[config.mk]
export PLATFORM = sky130hd
export DESIGN_NAME = jk_mod_counter_flat
export DESIGN_NICKNAME = d
export VERILOG_FILES = /design/src/rtl/jk_mod_counter_if.sv /design/src/rtl/jk_mod_counter.sv /design/src/flat_wrapper.sv
export SDC_FILE = /design/constraint.sdc
export NUM_CORES = 1
export LEC_CHECK = 0
export CORE_AREA = 2 2 39 41
export DETAILED_ROUTE_END_ITERATION = 16
export DIE_AREA = 0 0 41 43
export GPL_TIMING_DRIVEN = 0
export PLACE_DENSITY = 0.66
export SLEW_MARGIN = 20
export SYNTH_ARGS = -nofsm -noshare
export SYNTH_HDL_FRONTEND = slang
export SYNTH_SLANG_ARGS = --single-unit
[constraint.sdc]
create_clock -name clk -period 2.6 [get_ports clk]
set_input_delay 0.52 -clock clk [delete_from_list [all_inputs] [get_ports clk]]
set_output_delay 0.52 -clock clk [all_outputs]
set_load 0.05 [all_outputs]
[src/rtl/jk_mod_counter_if.sv]
// Purpose: bundle of control inputs and count outputs for jk_mod_counter.
// Ports  : en/up_dn/load/load_val driven by master; q/qb/tc/wrap/load_err driven by slave (counter).
// Modports: master = controller/testbench side, slave = counter side.
interface jk_mod_counter_if #(
    parameter int WIDTH = 4
);
    logic             en;
    logic             up_dn;
    logic             load;
    logic [WIDTH-1:0] load_val;
    logic [WIDTH-1:0] q;
    logic [WIDTH-1:0] qb;
    logic             tc;
    logic             wrap;
    logic             load_err;

    modport master (
        output en, up_dn, load, load_val,
        input  q, qb, tc, wrap, load_err
    );

    modport slave (
        input  en, up_dn, load, load_val,
        output q, qb, tc, wrap, load_err
    );
endinterface

[src/rtl/jk_mod_counter.sv]
// Purpose: modulo-MOD up/down counter built from WIDTH JK stages, with load, terminal count, wrap and load-error flags.
// Latency: one clk from sampled en/load to q/wrap/load_err; qb follows q combinationally, tc is combinational.
// Backpressure: none; en is a count strobe and tc is meant to drive the en of a cascaded stage.
// Ports: clk (rising edge), rst_n (async active-low), bus (slave modport: en, up_dn, load, load_val -> q, qb, tc, wrap, load_err).
module jk_mod_counter #(
    parameter int WIDTH = 4,
    parameter int MOD   = 10
) (
    input  logic            clk,
    input  logic            rst_n,
    jk_mod_counter_if.slave bus
);
    localparam logic [WIDTH-1:0] MAX_V = WIDTH'(MOD - 1);
    // One extra bit so MOD == 2^WIDTH is representable for the range compares.
    localparam logic [WIDTH:0]   MOD_V = (WIDTH + 1)'(MOD);

    logic [WIDTH-1:0] count_q, count_d;
    logic [WIDTH-1:0] j, k;
    logic [WIDTH-1:0] tog_up, tog_dn;
    logic             wrap_q, wrap_d;
    logic             load_err_q, load_err_d;
    logic             load_ok, at_max, at_zero, out_of_range, tc;
    logic             carry, borrow;

    assign load_ok      = ({1'b0, bus.load_val} < MOD_V);
    assign at_max       = (count_q == MAX_V);
    assign at_zero      = (count_q == '0);
    assign out_of_range = ({1'b0, count_q} >= MOD_V);

    assign tc = bus.en & ~bus.load & ((bus.up_dn & at_max) | (~bus.up_dn & at_zero));

    // Ripple toggle enables: bit i toggles counting up when all lower bits are 1,
    // counting down when all lower bits are 0.
    always_comb begin
        carry  = 1'b1;
        borrow = 1'b1;
        tog_up = '0;
        tog_dn = '0;
        for (int i = 0; i < WIDTH; i++) begin
            tog_up[i] = carry;
            tog_dn[i] = borrow;
            carry     = carry & count_q[i];
            borrow    = borrow & ~count_q[i];
        end
    end

    // J/K drive: 00 hold, 01 clear, 10 set, 11 toggle.
    always_comb begin
        j = '0;
        k = '0;
        if (bus.load) begin
            if (load_ok) begin
                j = bus.load_val;
                k = ~bus.load_val;
            end else begin
                k = '1;
            end
        end else if (bus.en) begin
            if (out_of_range) begin
                // Corrupted state: recover to zero regardless of direction.
                k = '1;
            end else if (bus.up_dn) begin
                if (at_max) begin
                    k = '1;
                end else begin
                    j = tog_up;
                    k = tog_up;
                end
            end else begin
                if (at_zero) begin
                    j = MAX_V;
                    k = ~MAX_V;
                end else begin
                    j = tog_dn;
                    k = tog_dn;
                end
            end
        end
    end

    // JK characteristic equation per bit.
    assign count_d    = (j & ~count_q) | (~k & count_q);
    assign wrap_d     = tc;
    assign load_err_d = bus.load & ~load_ok;

    always_ff @(posedge clk or negedge rst_n) begin
        if (!rst_n) begin
            count_q    <= '0;
            wrap_q     <= 1'b0;
            load_err_q <= 1'b0;
        end else begin
            count_q    <= count_d;
            wrap_q     <= wrap_d;
            load_err_q <= load_err_d;
        end
    end

    assign bus.q        = count_q;
    assign bus.qb       = ~count_q;
    assign bus.tc       = tc;
    assign bus.wrap     = wrap_q;
    assign bus.load_err = load_err_q;
endmodule

[src/flat_wrapper.sv]
// flat-port wrapper written by rule: the top's interface ports become plain ports
module jk_mod_counter_flat 
#(
    parameter int WIDTH = 4,
    parameter int MOD   = 10
)
  (clk, rst_n, bus_en, bus_up_dn, bus_load, bus_load_val, bus_q, bus_qb, bus_tc, bus_wrap, bus_load_err);
  jk_mod_counter_if #(.WIDTH(WIDTH)) bus_i ();
  input  logic clk;
  input  logic rst_n;
  input wire logic [$bits(bus_i.en)-1:0] bus_en;
  input wire logic [$bits(bus_i.up_dn)-1:0] bus_up_dn;
  input wire logic [$bits(bus_i.load)-1:0] bus_load;
  input wire logic [$bits(bus_i.load_val)-1:0] bus_load_val;
  output wire logic [$bits(bus_i.q)-1:0] bus_q;
  output wire logic [$bits(bus_i.qb)-1:0] bus_qb;
  output wire logic [$bits(bus_i.tc)-1:0] bus_tc;
  output wire logic [$bits(bus_i.wrap)-1:0] bus_wrap;
  output wire logic [$bits(bus_i.load_err)-1:0] bus_load_err;
  assign bus_i.en = bus_en;
  assign bus_i.up_dn = bus_up_dn;
  assign bus_i.load = bus_load;
  assign bus_i.load_val = bus_load_val;
  assign bus_q = bus_i.q;
  assign bus_qb = bus_i.qb;
  assign bus_tc = bus_i.tc;
  assign bus_wrap = bus_i.wrap;
  assign bus_load_err = bus_i.load_err;
  jk_mod_counter #(.WIDTH(WIDTH), .MOD(MOD)) u_core (.clk(clk), .rst_n(rst_n), .bus(bus_i));
endmodule
==> out/summary.txt, run 1 <==
========================================================================================
Post-synthesis instance total .............................................           56
Global router's overall resource usage ....................................        0.141
Share of synthesized area occupied by flip-flops and latches ..............        0.343
Area post-placement .......................................................     651 um^2
Die span in y .............................................................        43 um
Detail Route met2 WL ......................................................       495 um
Power density relative to cell area .......................................  592 mW/mm^2
Post-synthesis instance area ..............................................     438 um^2
Number of nets still failing antenna checks after routing .................            0
Number of fill cells in the layout ........................................          134
Worst R2R Start ........................................................... u_core.bus.q[0]
Run status ................................................................ finished clean
Area enclosed by the die boundary ......................................... 0.00176 mm^2
R2r worst-path depth ......................................................            4
Global-route wire length before repair ....................................      1690 um
Worst-path maximum fanout .................................................           10
Reg clk slew, reported paths ..............................................        40 ps
Cts bufs inserted .........................................................            3
Transition time of the tightest slew-check pin ............................       504 ps
Post-synthesis to final-layout area growth ................................        53.1%
Buffers inserted during post-CTS setup optimization .......................            0
Kind of start point of the critical path .................................. primary input
VDD IR-drop max ...........................................................       305 uV
Post-Layout Inst Area .....................................................     671 um^2
Total power consumption of the routed design ..............................   0.000397 W
Effective utilization at floorplan ........................................        0.316
Register-to-register setup slack ..........................................      1200 ps
Clock Sinks ...............................................................            6
First-pass iteration count of the detailed router .........................            4
Hold crit path type ....................................................... primary input to asynchronous set/reset pin
Share of layout cells above drive strength 1 ..............................        0.143
Drt initial violations ....................................................            9
Max-cap violations ........................................................            0
Crit path kind ............................................................ primary input to output port
Maximum number of buffers from clock root to sink .........................            2
Commonest non-fill, non-tap cell in the layout ............................ sky130_fd_sc_hd__clkdlybuf4s50_1
Total overflow reported by the global router ..............................            0
I/O Buffers ...............................................................           18
Max frequency .............................................................    0.401 GHz
Number of hold violations in the final report .............................            0
Capturing element type of the critical path ...............................  output port
Period minus WS final .....................................................      2500 ps
Routed wire length ........................................................      1070 um
Per-cell via count in the routed design ...................................         5.33
Total number of vias ......................................................          496
Unrepaired setup endpoints after global routing ...........................        false
Leading cell types in the layout, fill and taps excluded .................. sky130_fd_sc_hd__clkdlybuf4s50_1 (17), sky130_fd_sc_hd__nor2_1 (6), sky130_fd_sc_hd__dfrtp_1 (6), sky130_fd_sc_hd__inv_1 (5)
Rel. slew slack ...........................................................        0.663
Post-Route M1 WL ..........................................................       519 um
WL/cell ...................................................................      11.5 um
Total of endpoints with negative setup slack in the final report ..........            0
Capture point of the worst reg-to-reg path ................................ u_core.bus.q[3]
Antenna Cells .............................................................            0
Count of boundary I/O pins ................................................           20
Total DRC errors in the routed layout .....................................            0
Net count of the finished layout ..........................................           88
Portion of the clock cycle consumed by the worst path in the final layout .        0.960
Cell at the root of the clock tree ........................................ sky130_fd_sc_hd__clkbuf_4
Number of antenna violations at the first check in global routing .........            0
TritonCTS clock tree ......................................................        built
Horizontal extent of the die ..............................................        41 um
Max Slew Vio Count ........................................................            0
Post-detail-place hpwl ....................................................       834 um
Clock latency reported for the late side of the worst-skew pair ...........       240 ps
Total met3 wirelength after detailed routing ..............................        56 um
Depth of the CTS H-tree ...................................................            1
Leakage power .............................................................     0.262 nW
Max Clock Skew ............................................................      4.64 ps
Data required time at the worst endpoint ..................................      2080 ps
Synth Register Bits .......................................................            6
Data arrival at the endpoint of the critical path .........................      1980 ps
Largest net degree at the start of global routing .........................           11
Total number of placement rows ............................................           14
Number of global-route vias before repair .................................          424
Average instance area after synthesis .....................................    7.82 um^2
Count of unique library cells instantiated by Yosys .......................           26
Post-Syn Nets .............................................................           65
Warnings from Yosys .......................................................            0
Placeable core region ..................................................... 0.00138 mm^2
Highest Signal Layer ......................................................         met3
Placer congestion estimate ................................................        0.738
========================================================================================
[synth_stat cells]
cell                        number  area [um^2]
sky130_fd_sc_hd__inv_2           2         7.51
sky130_fd_sc_hd__nand2_1         3         11.3
sky130_fd_sc_hd__nand4_1         1         6.26
sky130_fd_sc_hd__or3_1           2         12.5
sky130_fd_sc_hd__a21oi_1         1         5.00
sky130_fd_sc_hd__xor2_1          1         8.76
sky130_fd_sc_hd__nand3_1         2         10.0
sky130_fd_sc_hd__a211oi_1        1         7.51
sky130_fd_sc_hd__o21ai_1         1         5.00
sky130_fd_sc_hd__a31oi_1         4         25.0
sky130_fd_sc_hd__nor3_1          2         10.0
sky130_fd_sc_hd__o311ai_1        1         8.76
sky130_fd_sc_hd__clkbuf_1        1         3.75
sky130_fd_sc_hd__inv_1           5         18.8
sky130_fd_sc_hd__o21ai_0         4         20.0
sky130_fd_sc_hd__nor4b_1         1         8.76
sky130_fd_sc_hd__nor4_1          3         18.8
sky130_fd_sc_hd__a2111oi_2       1         15.0
sky130_fd_sc_hd__and3_1          1         6.26
sky130_fd_sc_hd__buf_2           2         10.0
sky130_fd_sc_hd__nor2_1          6         22.5
sky130_fd_sc_hd__nor4_2          1         12.5
sky130_fd_sc_hd__o32ai_1         1         8.76
sky130_fd_sc_hd__a32oi_1         2         17.5
sky130_fd_sc_hd__dfrtp_1         6          150
sky130_fd_sc_hd__buf_4           1         7.51
[worst max-delay path, cell delays in order]
cell,delay [ps]
sky130_fd_sc_hd__clkdlybuf4s50_1,480
sky130_fd_sc_hd__buf_2,220
sky130_fd_sc_hd__nand3_1,150
sky130_fd_sc_hd__a2111oi_4,340
sky130_fd_sc_hd__buf_4,260
[sequential cells by signal, indices dropped and copies added, names as in the netlist]
signal / cells
u_core.bus.load_err: 1
u_core.bus.wrap: 1
u_core.bus.q: 4
[final cells by class]
class,instances,area (um^2),share of cell area
timing repair buffer,18,178,0.265
buffer,4,21.3,0.0317
sequential,6,150,0.224
multi-input combinational,39,253,0.377
tap,16,20.0,0.0299
inverter,7,26.3,0.0392
clock buffer,3,22.5,0.0336
[per-layer routing]
metal / vias up / global-route usage
met2: 14 / 0.197
met4: 0 / 0.0333
met1: 228 / 0.195
met3: 0 / 0.0628
li1: 254 / -
met5: - / 0
[logic make-up after synthesis]
kind of cell / Yosys count / share of synthesized area
and+or+nand+nor: 22 / 0.271
buffers and inverters: 11 / 0.109
AOI/OAI and AO/OA: 16 / 0.257
xor gates and xnor gates: 1 / 0.0200
DFF: 6 / 0.343
[where the power goes]
group / internal, W / switching, W
Combinational: 0.0000688 / 0.000126
Sequential: 0.000104 / 0.0000171
Clock: 0.0000519 / 0.0000293
Total: 0.000224 / 0.000173
[timing repair]
item,CTS,global route
hold buffers,0,0
resized for setup,5,2
pin swaps,0,0
endpoints found under the setup margin,1,1
cloned,0,0
[stage by stage]
stage	hold WS, ps	setup WS [ps]	util	cells	setup TNS, ps
2_1_floorplan	224	213	-	56	0
3_3_place_gp	657	-468	0.470	90	-468
3_5_place_dp	656	-503	0.470	90	-503
4_1_cts	517	39.1	0.483	93	0
5_1_grt	528	16.2	0.485	93	0
6_report	513	104	0.485	93	0
[worst max-delay path by stage]
stage	start	end	slack, ps	cells past startpoint
5_1_grt	bus_up_dn	bus_tc	20	5
3_3_place_gp	bus_up_dn	bus_tc	-470	5
3_5_place_dp	bus_up_dn	bus_tc	-500	5
4_1_cts	bus_up_dn	bus_tc	40	5
6_report	bus_up_dn	bus_tc	100	5
2_1_floorplan	u_core.bus.q[3]	bus_tc	210	2
(Power assumes the default switching activity.)
==> run 2, diff against run 1 <==
- CORE_AREA: 2 2 39 41 -> unset
- CORE_UTILIZATION: unset -> 32
- DIE_AREA: 0 0 41 43 -> unset
- PLACE_DENSITY: 0.66 -> unset
==> out/summary.txt, run 2 (synthesis gave the netlist of run 1 again) <==
========================================================================================
Run status ................................................................ finished clean
Number of global-route vias before repair .................................          460
Post-Layout Inst Area .....................................................     668 um^2
Area enclosed by the die boundary ......................................... 0.00152 mm^2
Cell at the root of the clock tree ........................................ sky130_fd_sc_hd__clkbuf_4
Max frequency .............................................................    0.401 GHz
Drt initial violations ....................................................           15
Max Clock Skew ............................................................      6.57 ps
Routed wire length ........................................................      1240 um
Count of boundary I/O pins ................................................           20
Horizontal extent of the die ..............................................      39.0 um
Kind of start point of the critical path .................................. primary input
Total number of vias ......................................................          505
Reg clk slew, reported paths ..............................................        50 ps
Placer congestion estimate ................................................        0.769
Effective utilization at floorplan ........................................        0.369
Total power consumption of the routed design ..............................   0.000406 W
Rel. slew slack ...........................................................        0.666
Commonest non-fill, non-tap cell in the layout ............................ sky130_fd_sc_hd__clkdlybuf4s50_1
Final cell utilization of the core ........................................        0.563
Hold crit path type ....................................................... primary input to asynchronous set/reset pin
Net count of the finished layout ..........................................           88
Per-cell via count in the routed design ...................................         5.55
Maximum number of buffers from clock root to sink .........................            2
Total of endpoints with negative setup slack in the final report ..........            0
Total overflow reported by the global router ..............................            0
Worst-case hold slack .....................................................       505 ps
Buffers inserted during post-CTS setup optimization .......................            0
Share of total power in sequential cells ..................................        0.299
Max-cap violations ........................................................            0
Cts bufs inserted .........................................................            3
Leading cell types in the layout, fill and taps excluded .................. sky130_fd_sc_hd__clkdlybuf4s50_1 (17), sky130_fd_sc_hd__nor2_1 (6), sky130_fd_sc_hd__dfrtp_1 (6), sky130_fd_sc_hd__inv_1 (5)
Final TNS setup ...........................................................         0 ps
Part of the power in combinational logic ..................................        0.485
Clock Sinks ...............................................................            6
Transition time of the tightest slew-check pin ............................       500 ps
Number of nets still failing antenna checks after routing .................            0
Data required time at the worst endpoint ..................................      2080 ps
Global-route wire length before repair ....................................      2030 um
Number of hold violations in the final report .............................            0
Clock latency reported for the late side of the worst-skew pair ...........       250 ps
Period minus WS final .....................................................      2490 ps
Switching part of the total power .........................................        0.447
Number of antenna violations at the first check in global routing .........            0
I/O Buffers ...............................................................           18
Share of layout cells above drive strength 1 ..............................        0.143
Post-synthesis to final-layout area growth ................................        52.6%
Capturing element type of the critical path ...............................  output port
Total DRC errors in the routed layout .....................................            0
Max reg flops .............................................................            4
Cell-internal power .......................................................   0.000225 W
Die span in y .............................................................      39.0 um
Depth of the CTS H-tree ...................................................            1
Antenna Cells .............................................................            0
Largest net degree at the start of global routing .........................           11
Leakage power .............................................................     0.262 nW
Number of fill cells in the layout ........................................          126
Part of the total power dissipated in the clock network ...................        0.217
WL/cell ...................................................................      13.6 um
Portion of the clock cycle consumed by the worst path in the final layout .        0.959
First-pass iteration count of the detailed router .........................            4
Total of hold buffers inserted after clock tree synthesis .................            0
Placeable core region ..................................................... 0.00119 mm^2
Crit path kind ............................................................ primary input to output port
Worst-path maximum fanout .................................................           10
VDD IR-drop max ...........................................................       342 uV
Power density relative to cell area .......................................  608 mW/mm^2
Switching pwr .............................................................   0.000182 W
Global router's overall resource usage ....................................        0.208
TritonCTS clock tree ......................................................        built
Max Slew Vio Count ........................................................            0
Total number of placement rows ............................................           12
Unrepaired setup endpoints after global routing ...........................        false
Area post-placement .......................................................     648 um^2
Data arrival at the endpoint of the critical path .........................      1970 ps
========================================================================================
[run 2: cell type report]
type | instances | area (um^2) | share of cell area
buffer | 4 | 21.3 | 0.0318
inverter | 7 | 26.3 | 0.0393
multi-input combinational | 39 | 253 | 0.378
timing repair buffer | 18 | 178 | 0.266
clock buffer | 3 | 22.5 | 0.0337
tap | 14 | 17.5 | 0.0262
sequential | 6 | 150 | 0.225
[run 2: per-layer routing]
metal / share of wire / track usage / wire length, um / up-vias
met5: 0 / 0 / 0 / -
met4: 0.011 / 0.103 / 14 / 0
met3: 0.056 / 0.0694 / 69 / 2
met2: 0.46 / 0.338 / 573 / 19
met1: 0.47 / 0.242 / 578 / 230
li1: - / - / - / 254
[run 2: timing repair]
item / CTS / global route
cloned: 0 / 0
gates resized for setup: 5 / 2
endpoints found under the setup margin: 1 / 1
[run 2: power by group through the flow]
stage               Clock [W]  Combinational [W]  Sequential (W)
global route        0.0000983           0.000209        0.000123
floorplan                   0          0.0000972        0.000153
global placement            0           0.000195        0.000122
finish              0.0000880           0.000197        0.000121
detailed placement          0           0.000196        0.000123
CTS                 0.0000924           0.000196        0.000121
[run 2: critical path: stages]
cell and delay, ps:
sky130_fd_sc_hd__clkdlybuf4s50_1 480, sky130_fd_sc_hd__buf_2 220, sky130_fd_sc_hd__nand3_1 150, sky130_fd_sc_hd__a2111oi_4 340, sky130_fd_sc_hd__buf_4 260
[run 2: path summary, 6_finish.rpt]
kind	start	cells after the start	end	slack, ps
max	bus_up_dn	5	bus_tc	110
min	rst_n	1	u_core.bus.q[1]	510
max reg2reg	u_core.bus.q[0]	4	u_core.bus.q[3]	1190
min reg2reg	u_core.bus.q[2]	1	u_core.bus.wrap	680
max in group asynchronous	rst_n	1	u_core.bus.load_err	1880
min in group clk	u_core.bus.q[2]	1	u_core.bus.wrap	680
[run 2: metrics by stage]
| stage | instances | setup slack [ps] |
|---|---|---|
| 6_report | 91 | 107 |
| 3_5_place_dp | 88 | -485 |
| 5_1_grt | 91 | 34.0 |
| 3_3_place_gp | 88 | -479 |
| 2_1_floorplan | 56 | 213 |
| 4_1_cts | 91 | 48.4 |
